--- src/rtl/muldiv_unit_if.sv ---
// Request/result bundle between the execute stage and muldiv_unit.
interface muldiv_unit_if #(
   parameter int WIDTH = 32
);
   logic             start;
   logic [2:0]       op;
   logic [WIDTH-1:0] a;
   logic [WIDTH-1:0] b;
   logic             wr_hi;
   logic             wr_lo;
   logic [WIDTH-1:0] wr_data;
   logic             busy;
   logic             done;
   logic [WIDTH-1:0] hi;
   logic [WIDTH-1:0] lo;

   modport master (
      output start, op, a, b, wr_hi, wr_lo, wr_data,
      input  busy, done, hi, lo
   );

   modport slave (
      input  start, op, a, b, wr_hi, wr_lo, wr_data,
      output busy, done, hi, lo
   );
endinterface

--- src/rtl/muldiv_unit.sv ---
// Iterative MULT/MULTU/DIV/DIVU unit owning HI/LO; one iteration per cycle, WIDTH iterations.
// Optional MADD/MADDU accumulate ops are enabled by defining MULDIV_MADD_EN.
module muldiv_unit #(
   parameter int WIDTH = 32
) (
   input  logic         clk,
   input  logic         reset,
   muldiv_unit_if.slave bus
);
   localparam int CNT_W = (WIDTH > 1) ? $clog2(WIDTH) : 1;

   typedef enum logic [1:0] {IDLE, RUN, FIX} state_t;

   state_t             state, state_nxt;
   logic [CNT_W-1:0]   cnt;
   logic [2*WIDTH-1:0] acc, base, res_p0, res_p1;
   logic [WIDTH-1:0]   opnd, raw_a, hi, lo;
   logic [WIDTH-1:0]   mag_a, mag_b, hi_wr, lo_wr;
   logic               is_div, is_madd, neg_res, neg_rem, div0;
   logic               busy, done, vld_p1;
   logic               accept, wr_ok, neg_a, neg_b, op_is_div;

   function automatic logic op_valid(input logic [2:0] op);
`ifdef MULDIV_MADD_EN
      return op < 3'd6;
`else
      return op < 3'd4;
`endif
   endfunction

   function automatic logic [WIDTH-1:0] negate_if(input logic signed [WIDTH-1:0] x,
                                                   input logic neg);
      return neg ? -x : x;
   endfunction

   function automatic logic [2*WIDTH-1:0] negate_wide_if(input logic signed [2*WIDTH-1:0] x,
                                                         input logic neg);
      return neg ? -x : x;
   endfunction

   // Shift-add: upper half accumulates the multiplicand, multiplier bits leave through bit 0.
   function automatic logic [2*WIDTH-1:0] mul_step(input logic [2*WIDTH-1:0] acc_in,
                                                   input logic [WIDTH-1:0]   mcand);
      logic [WIDTH:0] sum;
      sum = {1'b0, acc_in[2*WIDTH-1:WIDTH]} + {1'b0, mcand & {WIDTH{acc_in[0]}}};
      return {sum, acc_in[WIDTH-1:1]};
   endfunction

   // Restoring divide: acc holds {remainder, dividend/quotient}.
   function automatic logic [2*WIDTH-1:0] div_step(input logic [2*WIDTH-1:0] acc_in,
                                                   input logic [WIDTH-1:0]   dvsr);
      logic [WIDTH:0] shifted, diff;
      shifted = {acc_in[2*WIDTH-1:WIDTH], acc_in[WIDTH-1]};
      diff    = shifted - {1'b0, dvsr};
      if (!diff[WIDTH])
         return {diff[WIDTH-1:0], acc_in[WIDTH-2:0], 1'b1};
      else
         return {shifted[WIDTH-1:0], acc_in[WIDTH-2:0], 1'b0};
   endfunction

   assign wr_ok     = (state == IDLE) && !busy;
   assign op_is_div = (bus.op[2:1] == 2'b01);

   always_comb begin
      neg_a = bus.op[0] && bus.a[WIDTH-1];
      neg_b = bus.op[0] && bus.b[WIDTH-1];
      mag_a = negate_if(bus.a, neg_a);
      mag_b = negate_if(bus.b, neg_b);
      hi_wr = (wr_ok && bus.wr_hi) ? bus.wr_data : hi;
      lo_wr = (wr_ok && bus.wr_lo) ? bus.wr_data : lo;
   end

   always_ff @(posedge clk or posedge reset) begin
      if (reset) state <= IDLE;
      else       state <= state_nxt;
   end

   always_comb begin
      state_nxt = state;
      accept    = 1'b0;
      unique case (state)
         IDLE: begin
            if (bus.start && !busy && op_valid(bus.op)) begin
               accept    = 1'b1;
               state_nxt = RUN;
            end
         end
         RUN:     if (cnt == CNT_W'(WIDTH - 1)) state_nxt = FIX;
         FIX:     state_nxt = IDLE;
         default: state_nxt = IDLE;
      endcase
   end

   // Sign fixup of the raw iteration result, registered in FIX.
   always_comb begin
      res_p0 = '0;
      if (is_div) begin
         if (div0)
            res_p0 = {raw_a, {WIDTH{1'b1}}};
         else
            res_p0 = {negate_if(acc[2*WIDTH-1:WIDTH], neg_rem),
                      negate_if(acc[WIDTH-1:0], neg_res)};
      end else begin
         res_p0 = negate_wide_if(acc, neg_res);
         if (is_madd) res_p0 = base + res_p0;
      end
   end

   always_ff @(posedge clk or posedge reset) begin
      if (reset) begin
         busy    <= 1'b0;
         done    <= 1'b0;
         vld_p1  <= 1'b0;
         cnt     <= '0;
         acc     <= '0;
         base    <= '0;
         res_p1  <= '0;
         opnd    <= '0;
         raw_a   <= '0;
         is_div  <= 1'b0;
         is_madd <= 1'b0;
         neg_res <= 1'b0;
         neg_rem <= 1'b0;
         div0    <= 1'b0;
         hi      <= '0;
         lo      <= '0;
      end else begin
         busy   <= (state != IDLE);
         vld_p1 <= (state == FIX);
         done   <= vld_p1;
         if (accept) begin
            cnt     <= '0;
            is_div  <= op_is_div;
            is_madd <= bus.op[2];
            neg_res <= neg_a ^ neg_b;
            neg_rem <= neg_a;
            div0    <= op_is_div && (bus.b == '0);
            raw_a   <= bus.a;
            base    <= {hi_wr, lo_wr};
            if (op_is_div) begin
               acc  <= {{WIDTH{1'b0}}, mag_a};
               opnd <= mag_b;
            end else begin
               acc  <= {{WIDTH{1'b0}}, mag_b};
               opnd <= mag_a;
            end
         end else if (state == RUN) begin
            cnt <= cnt + 1'b1;
            acc <= is_div ? div_step(acc, opnd) : mul_step(acc, opnd);
         end
         if (state == FIX) res_p1 <= res_p0;
         // Commit stage: the result wins; writes are only open while fully idle.
         if (vld_p1) begin
            hi <= res_p1[2*WIDTH-1:WIDTH];
            lo <= res_p1[WIDTH-1:0];
         end else begin
            hi <= hi_wr;
            lo <= lo_wr;
         end
      end
   end

   assign bus.busy = busy;
   assign bus.done = done;
   assign bus.hi   = hi;
   assign bus.lo   = lo;
endmodule
--- src/flat_wrapper.sv ---
// flat-port wrapper written by rule: the top's interface ports become plain ports
module muldiv_unit_flat 
#(
   parameter int WIDTH = 32
)
  (clk, reset, bus_start, bus_op, bus_a, bus_b, bus_wr_hi, bus_wr_lo, bus_wr_data, bus_busy, bus_done, bus_hi, bus_lo);
  muldiv_unit_if #(.WIDTH(WIDTH)) bus_i ();
  input  logic clk;
  input  logic reset;
  input wire logic [$bits(bus_i.start)-1:0] bus_start;
  input wire logic [$bits(bus_i.op)-1:0] bus_op;
  input wire logic [$bits(bus_i.a)-1:0] bus_a;
  input wire logic [$bits(bus_i.b)-1:0] bus_b;
  input wire logic [$bits(bus_i.wr_hi)-1:0] bus_wr_hi;
  input wire logic [$bits(bus_i.wr_lo)-1:0] bus_wr_lo;
  input wire logic [$bits(bus_i.wr_data)-1:0] bus_wr_data;
  output wire logic [$bits(bus_i.busy)-1:0] bus_busy;
  output wire logic [$bits(bus_i.done)-1:0] bus_done;
  output wire logic [$bits(bus_i.hi)-1:0] bus_hi;
  output wire logic [$bits(bus_i.lo)-1:0] bus_lo;
  assign bus_i.start = bus_start;
  assign bus_i.op = bus_op;
  assign bus_i.a = bus_a;
  assign bus_i.b = bus_b;
  assign bus_i.wr_hi = bus_wr_hi;
  assign bus_i.wr_lo = bus_wr_lo;
  assign bus_i.wr_data = bus_wr_data;
  assign bus_busy = bus_i.busy;
  assign bus_done = bus_i.done;
  assign bus_hi = bus_i.hi;
  assign bus_lo = bus_i.lo;
  muldiv_unit #(.WIDTH(WIDTH)) u_core (.clk(clk), .reset(reset), .bus(bus_i));
endmodule
--- config.mk ---
export PLATFORM = sky130hd
export DESIGN_NAME = muldiv_unit_flat
export DESIGN_NICKNAME = d
export VERILOG_FILES = /design/src/rtl/muldiv_unit_if.sv /design/src/rtl/muldiv_unit.sv /design/src/flat_wrapper.sv
export SDC_FILE = /design/constraint.sdc
export NUM_CORES = 1
export LEC_CHECK = 0
export ABC_AREA = 1
export BUFFER_PORTS_ARGS = -buffer_cell sky130_fd_sc_hd__buf_2
export CAP_MARGIN = 20
export CORE_MARGIN = 5
export CORE_UTILIZATION = 40
export DETAILED_ROUTE_END_ITERATION = 8
export GPL_TIMING_DRIVEN = 1
export PLACE_DENSITY = 0.53
export RECOVER_POWER = 100
export SLEW_MARGIN = 0
export SYNTH_ARGS = -nofsm -noshare
export SYNTH_HDL_FRONTEND = slang
export SYNTH_SLANG_ARGS = --single-unit
export TNS_END_PERCENT = 1
--- constraint.sdc ---
create_clock -name clk -period 11.3 [get_ports clk]
set_input_delay 1.13 -clock clk [delete_from_list [all_inputs] [get_ports clk]]
set_output_delay 1.13 -clock clk [all_outputs]
set_load 0.02 [all_outputs]
==> results.json <==
{
  "syn_area_per_cell_um2": 6.25,
  "crit_chain": "clkbuf_1, inv_1, nand4_1, clkbuf_1, clkbuf_1, clkinv_1, clkbuf_1, nor2_4, buf_4, inv_1, clkbuf_1, nand4_1, o21ai_0, inv_1",
  "initial_core_util_pct": 40.1,
  "cp.depth": 14,
  "cp.arrival_ns": 7.60,
  "place.gp.congestion": 1.03,
  "yosysUniqueCellTypes": 57,
  "p_leak_uw": 0.0168,
  "worst-path-buf-inv": 10,
  "r2r_slack_ns": 4.51,
  "syn_area_mm2": 0.0303,
  "r2r_end": "u_core.res_p1[43]",
  "routed_wl_um": 141000,
  "worst_setup_path_start_kind": "input pin",
  "cp_top_family": "buffers and inverters",
  "crit_top_cell": "clkbuf_1",
  "slew_viol_final": 825,
  "startpoint": "bus_op[2]",
  "grt_use_total_pct": 33.4,
  "ctsResizeCount": 0,
  "reg2reg_from": "u_core.neg_res",
  "violations": "max-capacitance violations, max-slew violations",
  "setup_violations": 0,
  "drive_above_1_share_pct": 5.96,
  "cts-buffers-inserted": 43,
  "die_y_um": 285,
  "worstPathRequired_ns": 11.83,
  "dr_wl_met3_um": 8910,
  "endpoint": "u_core.acc[22]",
  "rsz0062_at_grt": "no",
  "fin_crit_sh_pct": 62.6,
  "cts_setup_buffers": 0,
  "skew_ns": 0.0236,
  "r2r_cells": 19,
  "syn_inst": 4850,
  "hpwlAfterDp_um": 115000,
  "fp-row-count": 101,
  "outcome": "finished with violations",
  "grt_max_degree": 90,
  "cts_root_buf": "clkbuf_16",
  "synth_edf_count": 0,
  "highest_layer": "met5",
  "maxSlewHeadroom_pct": -156,
  "synth_ff_type": "dfrtp_1",
  "hold_path_class": "reg -> reg",
  "fillers": 8419,
  "path_class": "in -> reg",
  "grt_pass1_wl_um": 205000,
  "netlist.area_leader.share_pct": 27.7,
  "synth_top_area_cell": "dfrtp_1",
  "ys_seq_area_share_pct": 27.7,
  "min_period_ns": 7.07,
  "vias_per_cell": 5.47,
  "timing.hold.ws_ns": 0.482,
  "power_density_mw_per_mm2": 383,
  "portBuffers": 169,
  "endpoint_kind": "register",
  "critPathSlowestCell": "clkbuf_1",
  "insertion_delay_ns": 0.61,
  "ant_nets": 0,
  "nNetsFinal": 5187,
  "yosysWarnings": 0,
  "clk_pin_slew_ns": 0.06,
  "grt_pass1_vias": 31000,
  "drt_iter0_markers": 2859,
  "clkSinkCount": 335,
  "synth_nets": 5104,
  "crit_path_max_incr_delay_ns": 1.37,
  "drc": 0,
  "synth-seq-cells": 335,
  "cts_tree": "built",
  "clockBufferDepth": 3,
  "antenna_found_initial": 4,
  "ioPinCount": 170,
  "drv_cap": 15,
  "async_flop_share_pct": 100,
  "drt_pass1_iterations": 6,
  "wl_per_cell_um": 23.7,
  "ctsHoldBuffers": 0,
  "peakVddDrop_uv": 182,
  "met2WireLength_um": 66300,
  "overflow": 0,
  "drt-met1-wl_um": 57700,
  "ys_top_cells_by_area": "dfrtp_1 28%, nand2_1 19%, inv_1 7.3%, nor2_1 6.5%, o21ai_0 6.4%",
  "synthToLayoutAreaGrowth_pct": 10.1,
  "die_area_mm2": 0.0813,
  "hold_viol_final": 0,
  "htreeDepth": 2,
  "core_area_mm2": 0.0756,
  "tns_ns": 0,
  "tightest_slew_ns": 3.84,
  "via_count": 32500,
  "worstPathMaxFanout": 62,
  "timing.fmax_mhz": 141,
  "die_w_um": 285
}
cells in the mapped netlist, drive strengths merged (2+ instances only):
library cell     n
a31o             2
o21ai          416
mux2i           64
clkinv           3
a21o            13
xor2           107
or2             15
and3             2
nand3b          12
inv            597
a21oi          299
o22ai            6
a22oi            9
nand2         1543
nor3            41
o211ai          52
xnor2           18
o221ai           5
nor3b            2
a211oi           3
ha             147
dfrtp          335
nand4           46
a32oi            2
nor2           549
nor4             9
fa               3
o2111ai          5
a21boi           3
nand3          302
o21bai          31
o21a             2
a22o             5
clkbuf         112
a31oi           24
o31ai            9
buf             55
tightest hold or removal path, delay by kind of cell (launching register included):
kind | cells | cell delay [ns]
compound gates | 1 | 0.06
simple gates | 1 | 0.05
flops | 1 | 0.34
how the worst min path moves through the flow:
stage                       from  cells past startpoint                end  slack (ns)
3_5_place_dp   u_core.res_p1[17]                      2  u_core.res_p1[17]        0.47
6_report       u_core.res_p1[15]                      2  u_core.bus.lo[15]        0.48
2_1_floorplan      u_core.vld_p1                      0    u_core.bus.done        0.37
3_3_place_gp   u_core.res_p1[15]                      2  u_core.bus.lo[15]        0.46
4_1_cts        u_core.res_p1[17]                      2  u_core.res_p1[17]        0.48
5_1_grt        u_core.res_p1[20]                      2  u_core.bus.lo[20]        0.50
per-layer routing:
layer	GRT usage, %	up-vias
met5	0	-
met3	4.97	291
met2	56.3	1150
met4	15.8	4
li1	-	15800
met1	42.0	15300
layout by cell type (no fill, tap or decap), types with 6 or more instances in the layout:
cell type	count
clkbuf_16	43
o31ai_1	9
dfrtp_1	332
nor3_2	6
o21bai_1	31
or2_2	14
nor2_2	16
a21o_1	13
buf_4	22
clkbuf_8	8
a21oi_1	296
xnor2_1	18
mux2i_1	64
inv_1	584
xor2_1	107
nor4_1	8
buf_2	102
nor3_1	35
ha_1	147
nand2_1	1524
nand3_2	15
inv_2	9
o21ai_0	390
nand3b_1	12
bufinv_16	6
o211ai_1	52
o21ai_1	24
a22oi_1	9
nor2_1	527
nand2_2	14
clkbuf_1	87
a31oi_1	24
nand4_1	46
nor2_4	6
nand3_1	287
power breakdown:
part | internal (µW) | leakage (µW) | switching [µW]
Combinational | 2600 | 0.0121 | 6240
Clock | 902 | 0.000739 | 609
Sequential | 1690 | 0.00397 | 741
layout make-up:
cell class,count,area (µm²),share of cell area (%)
tap,978,1220,3.67
clock buffer,57,1210,3.63
inverter,600,2250,6.76
timing repair buffer,205,980,2.94
sequential,335,8390,25.2
multi-input combinational,3748,18900,56.8
antenna,5,12.5,0.0375
clock inverter,20,342,1.02
cell families (layout without fill, tap and decap cells):
kind of cell / count (synthesis) / in the layout / share of synthesized area (%)
simple gates: 2522 / 2522 / 34.3
compound gates: 887 / 887 / 16.2
buf+inv: 767 / 882 / 9.85
flops: 335 / 335 / 27.7
fa+ha+maj: 150 / 150 / 6.27
xor+xnor: 125 / 125 / 3.61
mux: 64 / 64 / 2.11
other cells: 0 / 5 / 0
sequential cells by signal, summed over array words and instances (netlist names):
name             flops
u_core.res_p1       64
u_core.is_madd       1
u_core.is_div        1
u_core.bus.busy      1
u_core.bus.done      1
u_core.opnd         32
u_core.acc          64
u_core.bus.lo       32
u_core.cnt           5
u_core.div0          1
u_core.state         2
u_core.vld_p1        1
u_core.bus.hi       32
u_core.neg_res       1
u_core.base         64
u_core.neg_rem       1
u_core.raw_a        32
per-stage QoR:
stage | total power, µW | std cells | cell area [µm²] | utilization (%) | worst slack [ns]
5_1_grt | 13700 | 5943 | 33300 | 44.1 | 3.55
2_1_floorplan | 8000 | 4850 | 30300 | - | 0.888
6_report | 12800 | 5948 | 33300 | 44.1 | 4.23
3_5_place_dp | 11100 | 5866 | 31900 | 42.3 | 6.64
3_3_place_gp | 11100 | 5866 | 31900 | 42.3 | 6.54
4_1_cts | 12700 | 5943 | 33500 | 44.3 | 6.65
No activity file was read; power rests on OpenSTA's default activity.
